===== src/rtl/decode_pkg.sv =====
// Shared MIPS-32 decode definitions: opcode values,
// instruction class encodings, field offsets and the field bundle.
package decode_pkg;

   localparam logic [5:0] OP_RTYPE = 6'h00;
   localparam logic [5:0] OP_J     = 6'h02;
   localparam logic [5:0] OP_JAL   = 6'h03;
   localparam logic [5:0] OP_BEQ   = 6'h04;
   localparam logic [5:0] OP_BNE   = 6'h05;
   localparam logic [5:0] OP_ADDI  = 6'h08;
   localparam logic [5:0] OP_ADDIU = 6'h09;
   localparam logic [5:0] OP_SLTI  = 6'h0A;
   localparam logic [5:0] OP_SLTIU = 6'h0B;
   localparam logic [5:0] OP_ANDI  = 6'h0C;
   localparam logic [5:0] OP_ORI   = 6'h0D;
   localparam logic [5:0] OP_XORI  = 6'h0E;
   localparam logic [5:0] OP_LUI   = 6'h0F;
   localparam logic [5:0] OP_LW    = 6'h23;
   localparam logic [5:0] OP_SW    = 6'h2B;

   localparam logic [1:0] ITYPE_R   = 2'd0;
   localparam logic [1:0] ITYPE_I   = 2'd1;
   localparam logic [1:0] ITYPE_J   = 2'd2;
   localparam logic [1:0] ITYPE_ILL = 2'd3;

   localparam int OPC_LSB = 26;
   localparam int RS_LSB  = 21;
   localparam int RT_LSB  = 16;
   localparam int RD_LSB  = 11;
   localparam int SH_LSB  = 6;
   localparam int FN_LSB  = 0;
   localparam int IMM_LSB = 0;

   typedef struct packed {
      logic [5:0]  opcode;
      logic [4:0]  rs;
      logic [4:0]  rt;
      logic [4:0]  rd;
      logic [4:0]  shamt;
      logic [5:0]  func;
      logic [15:0] imm;
      logic [1:0]  itype;
   } fields_t;

endpackage


===== src/rtl/instr_decode_stage_if.sv =====
// Handshake bus of the decode stage: fetch side in, decoded bundle out.
// master = fetch/consumer environment, slave = the decode stage.
interface instr_decode_stage_if #(
   parameter int PC_W      = 32,
   parameter int IMM_EXT_W = 32
);
   logic                 in_valid;
   logic                 in_ready;
   logic [31:0]          in_code;
   logic [PC_W-1:0]      in_pc;
   logic                 out_valid;
   logic                 out_ready;
   logic [5:0]           opcode;
   logic [4:0]           rs;
   logic [4:0]           rt;
   logic [4:0]           rd;
   logic [4:0]           shamt;
   logic [5:0]           func;
   logic [15:0]          imm;
   logic [IMM_EXT_W-1:0] imm_ext;
   logic [PC_W-1:0]      jtarget;
   logic [1:0]           itype;
   logic [PC_W-1:0]      out_pc;

   modport master (
      output in_valid, in_code, in_pc, out_ready,
      input  in_ready, out_valid, opcode, rs, rt, rd,
      input  shamt, func, imm, imm_ext, jtarget, itype, out_pc
   );

   modport slave (
      input  in_valid, in_code, in_pc, out_ready,
      output in_ready, out_valid, opcode, rs, rt, rd,
      output shamt, func, imm, imm_ext, jtarget, itype, out_pc
   );
endinterface


===== src/rtl/instr_field_decode.sv =====
// Combinational MIPS-32 word decode: fields, class, extended imm, jump target.
// Ports: code/pc in; f (fields + class), imm_ext, jtarget out.
module instr_field_decode
   import decode_pkg::*;
#(
   parameter int IMM_EXT_W  = 32,
   parameter int PC_W       = 32,
   parameter bit LOGIC_ZEXT = 1'b1
) (
   input  logic [31:0]          code,
   input  logic [PC_W-1:0]      pc,
   output fields_t              f,
   output logic [IMM_EXT_W-1:0] imm_ext,
   output logic [PC_W-1:0]      jtarget
);

   logic [5:0]      op;
   logic [15:0]     imm;
   logic [31:0]     lui32;
   logic [PC_W-1:0] pc4;
   logic            is_j;
   logic            is_i;
   logic            is_log;

   assign op     = code[OPC_LSB +: 6];
   assign imm    = code[IMM_LSB +: 16];
   assign lui32  = {imm, 16'h0000};
   assign is_j   = (op == OP_J) || (op == OP_JAL);
   assign is_i   = (op == OP_BEQ) || (op == OP_BNE) ||
                   (op >= OP_ADDI && op <= OP_LUI) ||
                   (op == OP_LW) || (op == OP_SW);
   assign is_log = (op >= OP_ANDI) && (op <= OP_XORI);

   always_comb begin
      f        = '0;
      f.opcode = op;
      f.rs     = code[RS_LSB +: 5];
      f.rt     = code[RT_LSB +: 5];
      f.rd     = code[RD_LSB +: 5];
      f.shamt  = code[SH_LSB +: 5];
      f.func   = code[FN_LSB +: 6];
      f.imm    = imm;
      unique case (1'b1)
         (op == OP_RTYPE): f.itype = ITYPE_R;
         is_j:             f.itype = ITYPE_J;
         is_i:             f.itype = ITYPE_I;
         default:          f.itype = ITYPE_ILL;
      endcase
   end

   always_comb begin
      imm_ext = '0;
      unique case (1'b1)
         (op == OP_LUI):       imm_ext = IMM_EXT_W'(lui32);
         (LOGIC_ZEXT && is_log): imm_ext = IMM_EXT_W'(imm);
         default:              imm_ext = IMM_EXT_W'($signed(imm));
      endcase
   end

   // Upper PC bits come from pc+4 (wraps silently); low 28 from the word.
   assign pc4     = pc + PC_W'(4);
   assign jtarget = (pc4 & ~PC_W'(32'h0FFF_FFFF)) |
                    PC_W'({code[25:0], 2'b00});

endmodule


===== src/rtl/instr_decode_stage.sv =====
// Registered decode stage with output register plus 1-entry skid buffer.
// Ports: clk, rst_n (sync, active low), flush, bus (slave handshake bus).
module instr_decode_stage
   import decode_pkg::*;
#(
   parameter int IMM_EXT_W  = 32,
   parameter int PC_W       = 32,
   parameter bit LOGIC_ZEXT = 1'b1
) (
   input  logic                 clk,
   input  logic                 rst_n,
   input  logic                 flush,
   instr_decode_stage_if.slave  bus
);

   typedef struct packed {
      fields_t              f;
      logic [IMM_EXT_W-1:0] imm_ext;
      logic [PC_W-1:0]      jtarget;
      logic [PC_W-1:0]      pc;
   } bundle_t;

   typedef enum logic [1:0] {EMPTY, ONE, TWO} state_t;

   state_t  state;
   bundle_t dec;
   bundle_t or_q;
   bundle_t sk_q;
   logic    out_valid_q;
   logic    in_ready_q;
   logic    acc;
   logic    drn;

   instr_field_decode #(
      .IMM_EXT_W (IMM_EXT_W),
      .PC_W      (PC_W),
      .LOGIC_ZEXT(LOGIC_ZEXT)
   ) u_dec (
      .code   (bus.in_code),
      .pc     (bus.in_pc),
      .f      (dec.f),
      .imm_ext(dec.imm_ext),
      .jtarget(dec.jtarget)
   );

   assign dec.pc = bus.in_pc;
   assign acc    = bus.in_valid && in_ready_q;
   assign drn    = out_valid_q && bus.out_ready;

   // OR only changes when empty or draining, so a stalled
   // bundle holds steady.
   always_ff @(posedge clk) begin
      if (!rst_n) begin
         state       <= EMPTY;
         or_q        <= '0;
         sk_q        <= '0;
         out_valid_q <= 1'b0;
         in_ready_q  <= 1'b1;
      end else if (flush) begin
         state       <= EMPTY;
         out_valid_q <= 1'b0;
         in_ready_q  <= 1'b1;
      end else begin
         unique case (state)
            EMPTY: begin
               if (acc) begin
                  or_q        <= dec;
                  out_valid_q <= 1'b1;
                  state       <= ONE;
               end
            end
            ONE: begin
               if (acc && drn) begin
                  or_q <= dec;
               end else if (drn) begin
                  out_valid_q <= 1'b0;
                  state       <= EMPTY;
               end else if (acc) begin
                  sk_q       <= dec;
                  in_ready_q <= 1'b0;
                  state      <= TWO;
               end
            end
            TWO: begin
               if (drn) begin
                  or_q       <= sk_q;
                  in_ready_q <= 1'b1;
                  state      <= ONE;
               end
            end
            default: begin
               state       <= EMPTY;
               out_valid_q <= 1'b0;
               in_ready_q  <= 1'b1;
            end
         endcase
      end
   end

   assign bus.in_ready  = in_ready_q;
   assign bus.out_valid = out_valid_q;
   assign bus.opcode    = or_q.f.opcode;
   assign bus.rs        = or_q.f.rs;
   assign bus.rt        = or_q.f.rt;
   assign bus.rd        = or_q.f.rd;
   assign bus.shamt     = or_q.f.shamt;
   assign bus.func      = or_q.f.func;
   assign bus.imm       = or_q.f.imm;
   assign bus.itype     = or_q.f.itype;
   assign bus.imm_ext   = or_q.imm_ext;
   assign bus.jtarget   = or_q.jtarget;
   assign bus.out_pc    = or_q.pc;

endmodule


===== src/flat_wrapper.sv =====
// flat-port wrapper written by rule: the top's interface ports become plain ports
module instr_decode_stage_flat import decode_pkg::*;
#(
   parameter int IMM_EXT_W  = 32,
   parameter int PC_W       = 32,
   parameter bit LOGIC_ZEXT = 1'b1
)
  (clk, rst_n, flush, bus_in_valid, bus_in_code, bus_in_pc, bus_out_ready, bus_in_ready, bus_out_valid, bus_opcode, bus_rs, bus_rt, bus_rd, bus_shamt, bus_func, bus_imm, bus_imm_ext, bus_jtarget, bus_itype, bus_out_pc);
  instr_decode_stage_if #(.PC_W(PC_W), .IMM_EXT_W(IMM_EXT_W)) bus_i ();
  input  logic clk;
  input  logic rst_n;
  input  logic flush;
  input wire logic [$bits(bus_i.in_valid)-1:0] bus_in_valid;
  input wire logic [$bits(bus_i.in_code)-1:0] bus_in_code;
  input wire logic [$bits(bus_i.in_pc)-1:0] bus_in_pc;
  input wire logic [$bits(bus_i.out_ready)-1:0] bus_out_ready;
  output wire logic [$bits(bus_i.in_ready)-1:0] bus_in_ready;
  output wire logic [$bits(bus_i.out_valid)-1:0] bus_out_valid;
  output wire logic [$bits(bus_i.opcode)-1:0] bus_opcode;
  output wire logic [$bits(bus_i.rs)-1:0] bus_rs;
  output wire logic [$bits(bus_i.rt)-1:0] bus_rt;
  output wire logic [$bits(bus_i.rd)-1:0] bus_rd;
  output wire logic [$bits(bus_i.shamt)-1:0] bus_shamt;
  output wire logic [$bits(bus_i.func)-1:0] bus_func;
  output wire logic [$bits(bus_i.imm)-1:0] bus_imm;
  output wire logic [$bits(bus_i.imm_ext)-1:0] bus_imm_ext;
  output wire logic [$bits(bus_i.jtarget)-1:0] bus_jtarget;
  output wire logic [$bits(bus_i.itype)-1:0] bus_itype;
  output wire logic [$bits(bus_i.out_pc)-1:0] bus_out_pc;
  assign bus_i.in_valid = bus_in_valid;
  assign bus_i.in_code = bus_in_code;
  assign bus_i.in_pc = bus_in_pc;
  assign bus_i.out_ready = bus_out_ready;
  assign bus_in_ready = bus_i.in_ready;
  assign bus_out_valid = bus_i.out_valid;
  assign bus_opcode = bus_i.opcode;
  assign bus_rs = bus_i.rs;
  assign bus_rt = bus_i.rt;
  assign bus_rd = bus_i.rd;
  assign bus_shamt = bus_i.shamt;
  assign bus_func = bus_i.func;
  assign bus_imm = bus_i.imm;
  assign bus_imm_ext = bus_i.imm_ext;
  assign bus_jtarget = bus_i.jtarget;
  assign bus_itype = bus_i.itype;
  assign bus_out_pc = bus_i.out_pc;
  instr_decode_stage #(.IMM_EXT_W(IMM_EXT_W), .PC_W(PC_W), .LOGIC_ZEXT(LOGIC_ZEXT)) u_core (.clk(clk), .rst_n(rst_n), .flush(flush), .bus(bus_i));
endmodule

===== config.mk =====
export PLATFORM = sky130hd
export DESIGN_NAME = instr_decode_stage_flat
export DESIGN_NICKNAME = d
export VERILOG_FILES = /design/src/rtl/decode_pkg.sv /design/src/rtl/instr_decode_stage_if.sv /design/src/rtl/instr_field_decode.sv /design/src/rtl/instr_decode_stage.sv /design/src/flat_wrapper.sv
export SDC_FILE = /design/constraint.sdc
export NUM_CORES = 1
export LEC_CHECK = 0
export ABC_AREA = 1
export BUFFER_PORTS_ARGS = -buffer_cell sky130_fd_sc_hd__clkbuf_2
export CAP_MARGIN = 0
export CELL_PAD_IN_SITES_DETAIL_PLACEMENT = 0
export CELL_PAD_IN_SITES_GLOBAL_PLACEMENT = 2
export CORE_MARGIN = 5
export CORE_UTILIZATION = 31
export DETAILED_ROUTE_END_ITERATION = 8
export HOLD_SLACK_MARGIN = 0.1
export PLACE_DENSITY = 0.88
export SLEW_MARGIN = 20
export SYNTH_ARGS = -nofsm -noshare
export SYNTH_HDL_FRONTEND = slang
export SYNTH_SLANG_ARGS = --single-unit

===== constraint.sdc =====
create_clock -name clk -period 4.6 [get_ports clk]
set_input_delay 0.46 -clock clk [delete_from_list [all_inputs] [get_ports clk]]
set_output_delay 0.46 -clock clk [all_outputs]
set_load 0.02 [all_outputs]

## Word level (Yosys, flattened, before mapping)

Cells that the tools add are included.
Widths: inputs -> output; s select.

- Logic and storage cells: 94
- Bits of input ports: 69
- Bits in registers: 296
- Output and inout bits: 148

- Magnitude comparators: 4
- Eq/ne operators: 17
- Bitwise logic cells: 7
- Reductions and logical operators: 19
- $add $sub $neg: 1
- Multiplexer cells: 21

Operator list:

| operator | number |
|---|---|
| $mux 146 | 3 |
| $pmux 146 s3 | 1 |
| $pmux 32 s2 | 1 |
| $add 32x3->32 const B | 1 |
| $or 32x28->32 | 1 |
| $reduce_and 5->1 | 3 |
| $eq 6x2->1 const B | 2 |
| $eq 6x3->1 const B | 2 |
| $eq 6x6->1 const B | 2 |
| $ge 6x4->1 const B | 2 |
| $le 6x4->1 const B | 2 |
| $pmux 2 s3 | 2 |
| $mux 2 | 5 |
| $ne 2x1->1 const B | 5 |
| $reduce_and 4->1 | 2 |
| $mux 1 | 7 |
| $eq 6x4->1 const B | 1 |
| $logic_not 6->1 | 1 |
| $not 1->1 | 6 |
| $pmux 1 s3 | 2 |
| $logic_and 1x1->1 | 5 |
| $logic_or 1x1->1 | 5 |
| $ne 2x2->1 const B | 2 |
| $ne 3x1->1 const B | 1 |
| 5 further kinds | 5 |

## Logic depth before layout (Yosys ltp)

- Word-level depth: 8
- Mapped depth: 11
- Mapped depth without buffers: 9

## Cells and area by module

A second synthesis with hierarchy kept.

- Cells, all modules: 2,228
- Area, all modules: 15,220.8 um^2

By module, submodules not included:

| module | cells an instance | seq. area each (um^2) | area each (um^2) | instances |
|---|---|---|---|---|
| instr_decode_stage | 1,986 | 5,925.7 | 13,898.3 | 1 |
| instr_field_decode | 242 | 0.0 | 1,322.5 | 1 |

## Worst setup path before layout

No wires, ideal clock.

- Path type: reg-to-reg
- Start: reg u_core.out_valid_q (netlist: u_core.bus.out_valid)
- End: reg u_core.or_q (netlist bit u_core.bus.func[0])
- Slack: 3.016 ns
- Period minus slack after synthesis: 1.584 ns
- Setup time: 0.119 ns
- Buffers on the path: 2
- Arrival time: 1.465 ns
- Cell stages (with the launch flop): 10
- Data required time: 4.481 ns
- Cell sequence: dfxtp_1 > nand2_1 > nand2_1 > nand2_1 > nor2_1 > nand2_2 > buf_4 > buf_2 > a211oi_1 > nor2_1

- Cells in the longest elaborated chain, start to end: 4
- Elaborated cells on any way between the ends: 5
- Classes of those cells: eq/ne: 2; reduce/logical: 3

RTL lines:

| what | line | text |
|---|---|---|
| start: declaration | instr_decode_stage.sv:29 | `logic out_valid_q;` |
| start signal: assignment | instr_decode_stage.sv:57 | `out_valid_q <= 1'b0;` |
| start signal: assignment | instr_decode_stage.sv:61 | `out_valid_q <= 1'b0;` |
| start signal: assignment | instr_decode_stage.sv:68 | `out_valid_q <= 1'b1;` |
| $logic_and 1x1->1 * | instr_decode_stage.sv:48 | `assign drn = out_valid_q && bus.out_ready;` |
| $logic_and 1x1->1 | instr_decode_stage.sv:73 | `if (acc && drn) begin` |
| $ne 2x1->1 (no line) | - |  |
| $reduce_and 5->1 (no line) * | - |  |
| end signal: assignment | instr_decode_stage.sv:86 | `or_q <= sk_q;` |
| end: declaration | instr_decode_stage.sv:27 | `bundle_t or_q;` |

Mark *: on every way between the ends. The rest lies on a longest branch, timed or not.
A chain may end at the register's enable or synchronous reset.

## Worst setup path in the final report

- Start: reg u_core.in_ready_q (netlist: u_core.bus.in_ready)
- End: reg u_core.sk_q[84] (netlist bit)

- Cells in the longest elaborated chain, start to end: 4

RTL lines:

| what | line | text |
|---|---|---|
| start: declaration | instr_decode_stage.sv:30 | `logic in_ready_q;` |
| start signal: assignment | instr_decode_stage.sv:58 | `in_ready_q <= 1'b1;` |
| start signal: assignment | instr_decode_stage.sv:62 | `in_ready_q <= 1'b1;` |
| start signal: assignment | instr_decode_stage.sv:80 | `in_ready_q <= 1'b0;` |
| $logic_and 1x1->1 * | instr_decode_stage.sv:47 | `assign acc = bus.in_valid && in_ready_q;` |
| $logic_and 1x1->1 | instr_decode_stage.sv:73 |  |
| $not 1->1 (no line) | - |  |
| $reduce_and 5->1 (no line) * | - |  |
| end signal: assignment | instr_decode_stage.sv:56 | `sk_q <= '0;` |
| end signal: assignment | instr_decode_stage.sv:79 | `sk_q <= dec;` |
| end: declaration | instr_decode_stage.sv:28 | `bundle_t sk_q;` |

Marked as above.

==> impl_metrics.tcl <==
set metrics [dict create \
    status "completed" \
    drv_slew 0 \
    endpoint_kind "flip-flop" \
    die_h_um 181 \
    nFillCells 3161 \
    grt_pass1_vias 8061 \
    antenna_found_initial 1 \
    post_cts_buffers 0 \
    dr.first_iter.drc_count 392 \
    maxCapViolations 0 \
    power_frac_seq_pct 42.3 \
    cts.reportedPaths.clkPinSlew_ns 0.06 \
    design_area_mm2 0.0108 \
    ys_ff_latch 208 \
    postRouteAntennaNets 0 \
    start_kind "flip-flop" \
    cts_root_buf "clkbuf_16" \
    cts_resized 0 \
    areaGrowthSynthToFinish_pct 19.2 \
    reg2reg_from "u_core.bus.in_ready" \
    grt_first_pass_wirelength_um 43800 \
    holdBufCountCts 0 \
    final-setup-viol-count 0 \
    reg2reg_to "u_core.sk_q[84]" \
    rsz0062_at_grt "false" \
    whs_path_depth 3 \
    antenna_cells 0 \
    core-area_mm2 0.0289 \
    dieArea_mm2 0.0329 \
    vdd_drop_max_uv 229 \
    cts_buffer_depth 3 \
    tightest_slew_ns 1.05 \
    timing.fmax_mhz 403 \
    fin_crit_sh_pct 54.0 \
    grt-ovfl-total 0 \
    cp_max_fo 37 \
    fin_crit_ns 2.48 \
    slew_headroom_pct 30.1 \
    cts_buffers 25 \
    final-hold-violation-count 0 \
    synthArstFlopShare_pct 0 \
    min-delay-start "bus_in_code[12]" \
    hp-class "in2reg" \
    track_usage_pct 15.9 \
    r2r_cells 7 \
    synth_most_common_cell "nor2_1" \
    p_int_mw 3.38 \
    hold_slack_ns 0.202 \
    synth_flop_cell "dfxtp_1" \
    p_leak_nw 4.88 \
    routedWlPerCell_um 15.1 \
    die_width_um 181 \
    drive_above_1_share_pct 18.8 \
    fp-row-count 62 \
    yosys.cell_types.count 27 \
    r2r_slack_ns 2.12 \
    syn_inst 1293 \
    crit_arrival_ns 2.92 \
    via_per_inst 4.67 \
    comb_power_share_pct 13.5 \
    syn_area_mm2 0.00909 \
    clkSinkCount 208 \
    worst-setup-path-type "reg2reg" \
    port_buffers 214 \
    vias 8430 \
    place_area_mm2 0.00999 \
    power_density_mw_per_mm2 430 \
    start_util_pct 31.5 \
    synth_edf_count 0 \
    clock_latency_ns 0.53 \
    tns_ns 0 \
    ys_seq_area_share_pct 45.8 \
    pwr-share-clk_pct 44.1 \
    switching_share_pct 27.5 \
    switchingPower_mw 1.28 \
    grt_max_degree 106 \
    place_hpwl_um 17500 \
    synth_warnings 0 \
    nets 1475 \
    synth_area_per_cell_um2 7.03 \
    yosys.area.top_type "dfxtp_1" \
    min_to "u_core.sk_q[76]" \
    ys_top_cells_by_area "dfxtp_1, o21ai_0, nor2_1, nand2_1, a21oi_1" \
    ios 217 \
    drc 0 \
    h-tree-depth 1 \
    routed_wirelength_um 27200 \
    gp_congestion 0.785 \
    cts_tree "built" \
    first_pass_iters 4 \
    synth_top_area_share_pct 45.8 \
    synth.top_cells.by_count "nor2_1, dfxtp_1, nand2_1, o21ai_0, a21oi_1" \
    skew_ns 0.0172 \
    required_ns 5.04 \
]
per-layer routing:
layer,track usage [%],vias to the layer above,share of wire [%]
met5,0,-,0.073
met4,3.42,2,1.8
met3,3.30,40,5.7
met2,26.4,180,45
met1,21.4,3811,47
li1,-,4397,-
registers in the layout, indices dropped and copies added, names as in the netlist:
signal and cells:
u_core.bus.func 5, u_core.bus.imm 2, u_core.bus.imm_ext 32, u_core.bus.in_ready 1, u_core.bus.itype 2, u_core.bus.jtarget 7, u_core.bus.opcode 6, u_core.bus.out_pc 32
u_core.bus.out_valid 1, u_core.bus.rd 4, u_core.bus.rs 4, u_core.bus.rt 4, u_core.bus.shamt 4, u_core.sk_q 102, u_core.state 2
cell families after synthesis:
group                  share of synthesized area, %
AOI/OAI and AO/OA                              23.0
buffers and inverters                          11.1
DFF                                            45.8
other                                        0.0412
and+or+nand+nor                                20.0
cell usage in the layout, fill, tap and decap left out, types with 12 or more instances in the layout:
master | synthesis | final
clkbuf_2 | 0 | 213
nand2_1 | 196 | 196
nor2_1 | 254 | 254
o21ai_0 | 196 | 196
o21ai_1 | 52 | 52
dfxtp_1 | 208 | 208
inv_1 | 65 | 65
a21oi_1 | 130 | 130
a22oi_1 | 12 | 12
clkbuf_16 | 0 | 25
how the worst max path moves through the flow:
stage          slack (ns)                  from                  to
6_report             2.12   u_core.bus.in_ready     u_core.sk_q[84]
5_1_grt              1.83   u_core.bus.in_ready     u_core.sk_q[84]
4_1_cts              2.11   u_core.bus.in_ready     u_core.sk_q[84]
3_5_place_dp         1.94          bus_in_valid     u_core.sk_q[84]
3_3_place_gp         2.02          bus_in_valid     u_core.sk_q[82]
2_1_floorplan        3.02  u_core.bus.out_valid  u_core.bus.func[0]
through the flow:
stage / cells / setup WS [ns] / util (%) / power [mW]
CTS: 1807 / 2.11 / 37.6 / 4.73
detailed placement: 1763 / 1.94 / 34.6 / 2.65
floorplan: 1294 / 3.02 / - / 2.45
global route: 1807 / 1.83 / 37.6 / 4.88
finish: 1807 / 2.12 / 37.6 / 4.66
global placement: 1763 / 2.02 / 34.6 / 2.65
power by group through the flow:
stage	combinational [mW]	clock (mW)	sequential [mW]
floorplan	0.359	0	2.09
global placement	0.639	0	2.01
detailed placement	0.640	0	2.01
CTS	0.642	2.12	1.97
global route	0.709	2.19	1.98
finish	0.631	2.06	1.97
area by class of cell:
| class | count | area (um^2) | area share (%) |
|---|---|---|---|
| clock buffers | 36 | 697 | 6.43 |
| clock inverters | 8 | 150 | 1.39 |
| inverters | 70 | 267 | 2.46 |
| multi-input cells | 879 | 3940 | 36.3 |
| flip-flops and latches | 208 | 4160 | 38.4 |
| well taps | 384 | 480 | 4.43 |
| repair buffers | 222 | 1150 | 10.6 |
worst max-delay path, stage by stage, from the launching register on:
cell and delay [ns]:
dfxtp_1 0.34, nand2_1 0.10, a21oi_1 0.29, nand3_4 0.32, inv_2 0.63, buf_4 0.40, o21ai_0 0.12, a31oi_1 0.17
Note: power is estimated with default switching activity, not from simulation.
